===== src/rtl/fpnew_opgroup_out_fifo.sv =====
// Result buffer placed after an operation group. It stores result, status,
// extension bit and tag in a small FIFO and replays them in order. It cuts
// the combinational ready path and keeps sticky IEEE flags for every
// entry that downstream consumes.
module fpnew_opgroup_out_fifo #(
    parameter int unsigned Width = 32,
    parameter int unsigned Depth = 2,
    parameter type TagType = logic
) (
    input  logic                         clk_i,
    input  logic                         rst_i,
    input  logic                         flush_i,
    input  logic [Width-1:0]             in_result_i,
    input  logic [4:0]                   in_status_i,
    input  logic                         in_ext_bit_i,
    input  TagType                       in_tag_i,
    input  logic                         in_valid_i,
    output logic                         in_ready_o,
    output logic [Width-1:0]             out_result_o,
    output logic [4:0]                   out_status_o,
    output logic                         out_ext_bit_o,
    output TagType                       out_tag_o,
    output logic                         out_valid_o,
    input  logic                         out_ready_i,
    output logic [4:0]                   fflags_o,
    input  logic                         fflags_clr_i,
    output logic [$clog2(Depth+1)-1:0]   usage_o,
    output logic                         busy_o
);

    // Depth outside 1..16 is a configuration error and stops elaboration.
    if (Depth == 0 || Depth > 16) begin : g_bad_depth
        $error("fpnew_opgroup_out_fifo: Depth must be within 1..16");
    end

    localparam int unsigned AddrW  = (Depth > 1) ? $clog2(Depth) : 1;
    localparam int unsigned UsageW = $clog2(Depth + 1);

    localparam logic [AddrW-1:0]  LastIdx   = AddrW'(Depth - 1);
    localparam logic [UsageW-1:0] FullUsage = UsageW'(Depth);

    typedef struct packed {
        logic [Width-1:0] result;
        logic [4:0]       status;
        logic             ext_bit;
        TagType           tag;
    } entry_t;

    entry_t              mem [Depth];
    entry_t              head;
    logic [AddrW-1:0]    rd_ptr;
    logic [AddrW-1:0]    wr_ptr;
    logic [UsageW-1:0]   usage_q;
    logic [4:0]          fflags_q;
    logic                push;
    logic                pop;

    // Handshake: ready depends on stored state only, never on out_ready_i.
    assign in_ready_o  = (usage_q != FullUsage);
    assign out_valid_o = (usage_q != '0);
    assign busy_o      = (usage_q != '0);
    assign usage_o     = usage_q;

    assign push = in_valid_i & in_ready_o & ~flush_i;
    assign pop  = out_valid_o & out_ready_i;

    // Head entry is read straight from the register array, with no bypass path.
    assign head          = mem[rd_ptr];
    assign out_result_o  = head.result;
    assign out_status_o  = head.status;
    assign out_ext_bit_o = head.ext_bit;
    assign out_tag_o     = head.tag;
    assign fflags_o      = fflags_q;

    // Capture the incoming entry at the write pointer on every push.
    always_ff @(posedge clk_i or posedge rst_i) begin
        if (rst_i) begin
            // NOTE: the storage array is reset on purpose so an idle head reads
            // as all-zero; a plain FIFO would normally leave its memory unreset.
            for (int i = 0; i < Depth; i++) begin
                mem[i] <= '0;
            end
        end else if (push) begin
            mem[wr_ptr] <= '{result: in_result_i, status: in_status_i,
                             ext_bit: in_ext_bit_i, tag: in_tag_i};
        end
    end

    // Advance the pointers and the occupancy count. Flush empties the FIFO at the next edge.
    always_ff @(posedge clk_i or posedge rst_i) begin
        if (rst_i) begin
            // NOTE: state registers use non-blocking assignments so every flop
            // samples the pre-edge values, whatever order the statements are in.
            rd_ptr  <= '0;
            wr_ptr  <= '0;
            usage_q <= '0;
        end else if (flush_i) begin
            rd_ptr  <= '0;
            wr_ptr  <= '0;
            usage_q <= '0;
        end else begin
            if (push) begin
                wr_ptr <= (wr_ptr == LastIdx) ? '0 : wr_ptr + AddrW'(1);
            end
            if (pop) begin
                rd_ptr <= (rd_ptr == LastIdx) ? '0 : rd_ptr + AddrW'(1);
            end
            if (push && !pop) begin
                usage_q <= usage_q + UsageW'(1);
            end else if (pop && !push) begin
                usage_q <= usage_q - UsageW'(1);
            end
        end
    end

    // Sticky flags: apply the clear first, then OR in the status of any entry popped this cycle.
    always_ff @(posedge clk_i or posedge rst_i) begin
        if (rst_i) begin
            fflags_q <= '0;
        end else begin
            fflags_q <= ({5{~fflags_clr_i}} & fflags_q) | ({5{pop}} & head.status);
        end
    end

endmodule


===== config.mk =====
export PLATFORM = sky130hd
export DESIGN_NAME = fpnew_opgroup_out_fifo
export DESIGN_NICKNAME = d
export VERILOG_FILES = /design/src/rtl/fpnew_opgroup_out_fifo.sv
export SDC_FILE = /design/constraint.sdc
export NUM_CORES = 1
export LEC_CHECK = 0
export BUFFER_PORTS_ARGS = -buffer_cell sky130_fd_sc_hd__buf_4
export CORE_MARGIN = 10
export CORE_UTILIZATION = 50
export CTS_BUF_LIST = sky130_fd_sc_hd__clkbuf_8
export CTS_CLUSTER_DIAMETER = 50
export CTS_CLUSTER_SIZE = 25
export DETAILED_ROUTE_END_ITERATION = 6
export PLACE_DENSITY = 0.84
export SLEW_MARGIN = 20
export SYNTH_ARGS = -nofsm -noshare
export SYNTH_HDL_FRONTEND = slang
export SYNTH_SLANG_ARGS = --single-unit

===== constraint.sdc =====
create_clock -name clk_i -period 2.7 [get_ports clk_i]
set_input_delay 0.27 -clock clk_i [delete_from_list [all_inputs] [get_ports clk_i]]
set_output_delay 0.27 -clock clk_i [all_outputs]
set_load 0.005 [all_outputs]

# Yosys cells after proc, flatten, opt, wreduce, memory -nomap -nowiden
# Index checks and enable logic that the tools add are counted.
dict set report op_classes {
  add_sub_neg 4
  magnitude_cmp 3
  n_eq_ne 1
  mux 15
  bitwise_logic 10
  reduce_logical 9
}
# cell n
set ops {}
lappend ops {{$mux 39} 4}
lappend ops {{$bwmux 78} 1}
lappend ops {{$demux 39 s1} 1}
lappend ops {{$and 5x5->5} 2}
lappend ops {{$mux 1} 6}
lappend ops {{$mux 2} 3}
lappend ops {{$reduce_bool 2->1} 3}
lappend ops {{$or 5x5->5} 1}
lappend ops {{$ge 2x2->1 const B} 2}
lappend ops {{$not 1->2} 2}
lappend ops {{$and 1x1->1} 3}
lappend ops {{$logic_and 1x1->1} 3}
lappend ops {{$reduce_bool 3->1} 1}
lappend ops {{$add 1x1->1 const B} 2}
lappend ops {{$add 2x1->2 const B} 1}
lappend ops {{$logic_not 1->1} 2}
lappend ops {{$lt 2x1->1 const B} 1}
lappend ops {{$ne 2x2->1 const B} 1}
lappend ops {{$not 1->1} 2}
lappend ops {{$sub 2x1->2 const B} 1}
dict set report totals {
  ff_bits 87
  inputBits 45
  elab_cells 54
}

# Depth between registers and ports, before layout
dict set report depth {
  ltp_word 8
  ltp_mapped 6
}

# Worst setup path before layout
# OpenSTA, ideal clock, no wires.
dict set report synth_timing {
  kind {reg2reg}
  from {reg usage_q[1], in the netlist usage_o[1]}
  to {reg mem[63] (netlist name)}
  t_arrival_ps 1463
  required_time_ps 2573
  setup_slack_ps 1110
  stages_incl_launch_ff 6
  path_cell_list {dfrtp_1 > nor2b_2 > nor4_2 > buf_4 > buf_6 > mux2_1}
}
dict set report synth_via {
  elab_chain_cells 3
}
# element line_no
set synth_lines {}
lappend synth_lines {{start: declaration} 53} ;# logic [UsageW-1:0] usage_q;
lappend synth_lines {{start signal: assignment} 109} ;# usage_q <= usage_q + UsageW'(1);
lappend synth_lines {{start signal: assignment} 111} ;# usage_q <= usage_q - UsageW'(1);
lappend synth_lines {{$ne 2x2->1} 59} ;# assign in_ready_o = (usage_q != FullUsage);
lappend synth_lines {{$and 1x1->1 (2 in series)} 64} ;# assign push = in_valid_i & in_ready_o & ~flush_i;
lappend synth_lines {{end signal: indexed assignment} 84} ;# mem[wr_ptr] <= '{result: in_result_i, status: in_status_i,
lappend synth_lines {{end: declaration} 49} ;# entry_t mem [Depth];
# Every way passes these cells.
# A chain may end at the register's enable or synchronous reset.

# Final worst setup path
dict set report layout_timing {
  from {reg rd_ptr}
  to {out out_status_o[3]}
}
dict set report layout_via {
  elab_chain_cells 4
}
# element line_no
set layout_lines {}
lappend layout_lines {{start: declaration} 51} ;# logic [AddrW-1:0] rd_ptr;
lappend layout_lines {{start signal: assignment} 106} ;# rd_ptr <= (rd_ptr == LastIdx) ? '0 : rd_ptr + AddrW'(1);
lappend layout_lines {{$not 1->2 (implied by the code)} 68} ;# assign head = mem[rd_ptr];
lappend layout_lines {{$mux 39 (implied by the code) (3 in series)} 68}
lappend layout_lines {{end: declaration} 20} ;# output logic [4:0] out_status_o,
# Every way passes these cells. The select of a mux whose other input is x is not followed.

==> metrics.csv <==
metric;value;unit
Syn Inst Count;247;
Setup TNS;0;ps
switching power;877;uW
post-synthesis register bit count;87;
reg-to-reg critical path startpoint;usage_o[1];
Mapped Area;3780;um^2
Port Buf Inserts;93;
GRT busiest layer;met2;
status;completed;
most frequent cells in the layout;buf_4 (98), mux2_2 (97), dfrtp_1 (86), mux2_1 (20), clkbuf_8 (11);
via count;2321;
initial antenna violation count;0;
nets@finish;389;
layout cell share with drive strength beyond 1;0.625;
post-DP HPWL;5.75;mm
Core Box Area;7290;um^2
Startpoint Class;register;
Worst EP arrival;1790;ps
max cap viols;0;
Avg WL per Cell;17.7;um
Critical Path RT;2430;ps
total grt overflow;0;
largest net degree at the start of global routing;50;
Pre-antenna DRT Iters;4;
power density cells;722;nW/um^2
hold crit path type;input port to register;
GR Util met3;0.0611;
vias in the first global route;2653;
Comb pwr share;0.263;
die width;107;um
Peak VDD IR;0.410;mV
count of final max-slew check failures;0;
Leak;2.17;nW
initial DRC count;43;
Syn Area/Cell;15.3;um^2
clk buf depth;2;
Synth Net Count;292;
total track usage;0.142;
yosys warns;0;
P_int;2.57;mW
most common cell after layout, fill and taps aside;buf_4;
Post-Route Skew;6.63;ps
die area;11400;um^2
first-pass GRT wire length;13.2;mm
kind of critical path;register to output pin;
row count;31;
CTS tree;yes;
Worst-Skew Late Latency;340;ps
unrepaired setup endpoints after global routing;false;
crit path from;rd_ptr;
DRC viols;0;
design area;4780;um^2
Clk pwr share;0.227;
Layout area overhead;26.3;%
cts bufs inserted;9;
met2 global-route usage;0.232;
Worst-Margin Slew;509;ps
post-CTS setup buffers;0;
io pins;94;
Initial Util;0.519;
H-tree Lvls;3;
n_diodes;0;
final worst path period share;0.762;
vias per std cell;5.20;
CP Capture Type;output pin;
Clock Sinks;87;
share of the yosys chip area belonging to registers;0.576;
Post-Place Cells;431;
CP max FO;23;
Final Hold Vio Count;0;
relative slew slack;0.660;
sequential fraction of design power;0.511;
Finished Layout Cells;446;
Netlist cell types;25;
Root Buffer;clkbuf_8;
Final min period;2060;ps
met1 GRT Util;0.168;
fmax;486;MHz
Final ANT Viol Nets;0;
clock-pin slew on the worst setup and hold paths;80;ps
final WL;7.88;mm
Sw Ratio;0.255;
# setup viols final;0;
hold_sp;flush_i;
Post-DP Area;4600;um^2
Total Power;3.45;mW
gp weighted congestion;0.692;
DIE HEIGHT;107;um
-- metrics by stage --
step           setup WS (ps)  hold WS (ps)  utilization
2_1_floorplan            180           333            -
3_3_place_gp             930           323        0.631
3_5_place_dp             848           324        0.631
4_1_cts                  607           120        0.655
5_1_grt                  576           124        0.655
6_report                 642           138        0.655
-- flip-flops by register name, indices dropped and copies added, names as in the netlist --
register	flops
mem	78
fflags_o	5
usage_o	2
rd_ptr	1
wr_ptr	1
-- area by class of cell --
cell class / instances / area, um^2
Fill cell: 558 / 2520
Timing Repair Buffer: 101 / 786
Inverter: 4 / 16.3
Clock buffer: 11 / 151
Tap cell: 99 / 124
Sequential cell: 87 / 2180
Clock inverter: 3 / 12.5
Multi-Input combinational cell: 141 / 1510
-- synthesized netlist by cell type --
library cell,count,area [um^2]
buf_2,7,35.0
buf_4,3,22.5
nor2_1,1,3.75
o21ai_0,2,10.0
clkbuf_1,2,7.51
mux2_2,97,1090
or3_1,1,6.26
a32o_1,5,50.1
nor2b_2,1,8.76
nand3b_1,1,7.51
buf_1,1,3.75
xor2_1,1,8.76
inv_2,2,7.51
buf_6,2,22.5
or2_2,2,12.5
nor3b_1,1,7.51
mux2i_1,1,10.0
a21o_1,1,7.51
nor4_2,1,12.5
mux2_1,20,225
inv_1,2,7.51
a21oi_1,4,20.0
dfrtp_1,87,2180
o211ai_1,1,7.51
nand4b_1,1,8.76
-- power by group through the flow --
stage	Clock, mW	Combinational, mW	Sequential (mW)
final	0.781	0.905	1.76
after global routing	0.853	0.995	1.80
after CTS	0.804	0.929	1.76
after detailed placement	0	0.924	1.79
after global placement	0	0.898	1.77
after floorplan	0	0.534	1.73
-- kinds of logic after synthesis --
family | share of synthesized area
AO/OA/AOI/OAI | 0.0251
flip-flops | 0.576
buffers and inverters | 0.0281
AND/OR/NAND/NOR | 0.0179
multiplexers | 0.351
XOR/XNOR | 0.00232
-- path summary, 6_finish.rpt --
kind | cells past startpoint | end | slack (ps)
min in group asynchronous | 3 | mem[68] | 500
max in group asynchronous | 4 | rd_ptr | 1570
min reg2reg | 1 | mem[67] | 480
max reg2reg | 5 | mem[25] | 860
max | 3 | out_status_o[3] | 640
min | 2 | rd_ptr | 140
-- worst max-delay path, stage by stage, from the launching register on --
cell and delay (ps):
dfrtp_2 660, buf_12 250, mux2_2 380, buf_4 140
-- what timing repair did --
action                    in CTS  in global routing
hold buffers                   1                  0
gates resized for setup        0                  0
hold endpoints to repair      27                  0
-- metal layers --
metal  share of wire  routed length [um]
met5               0                   0
met1            0.43                3360
met4          0.0077                  61
met3           0.083                 656
met2            0.48                3810
No activity file was read; power rests on OpenSTA's default activity.
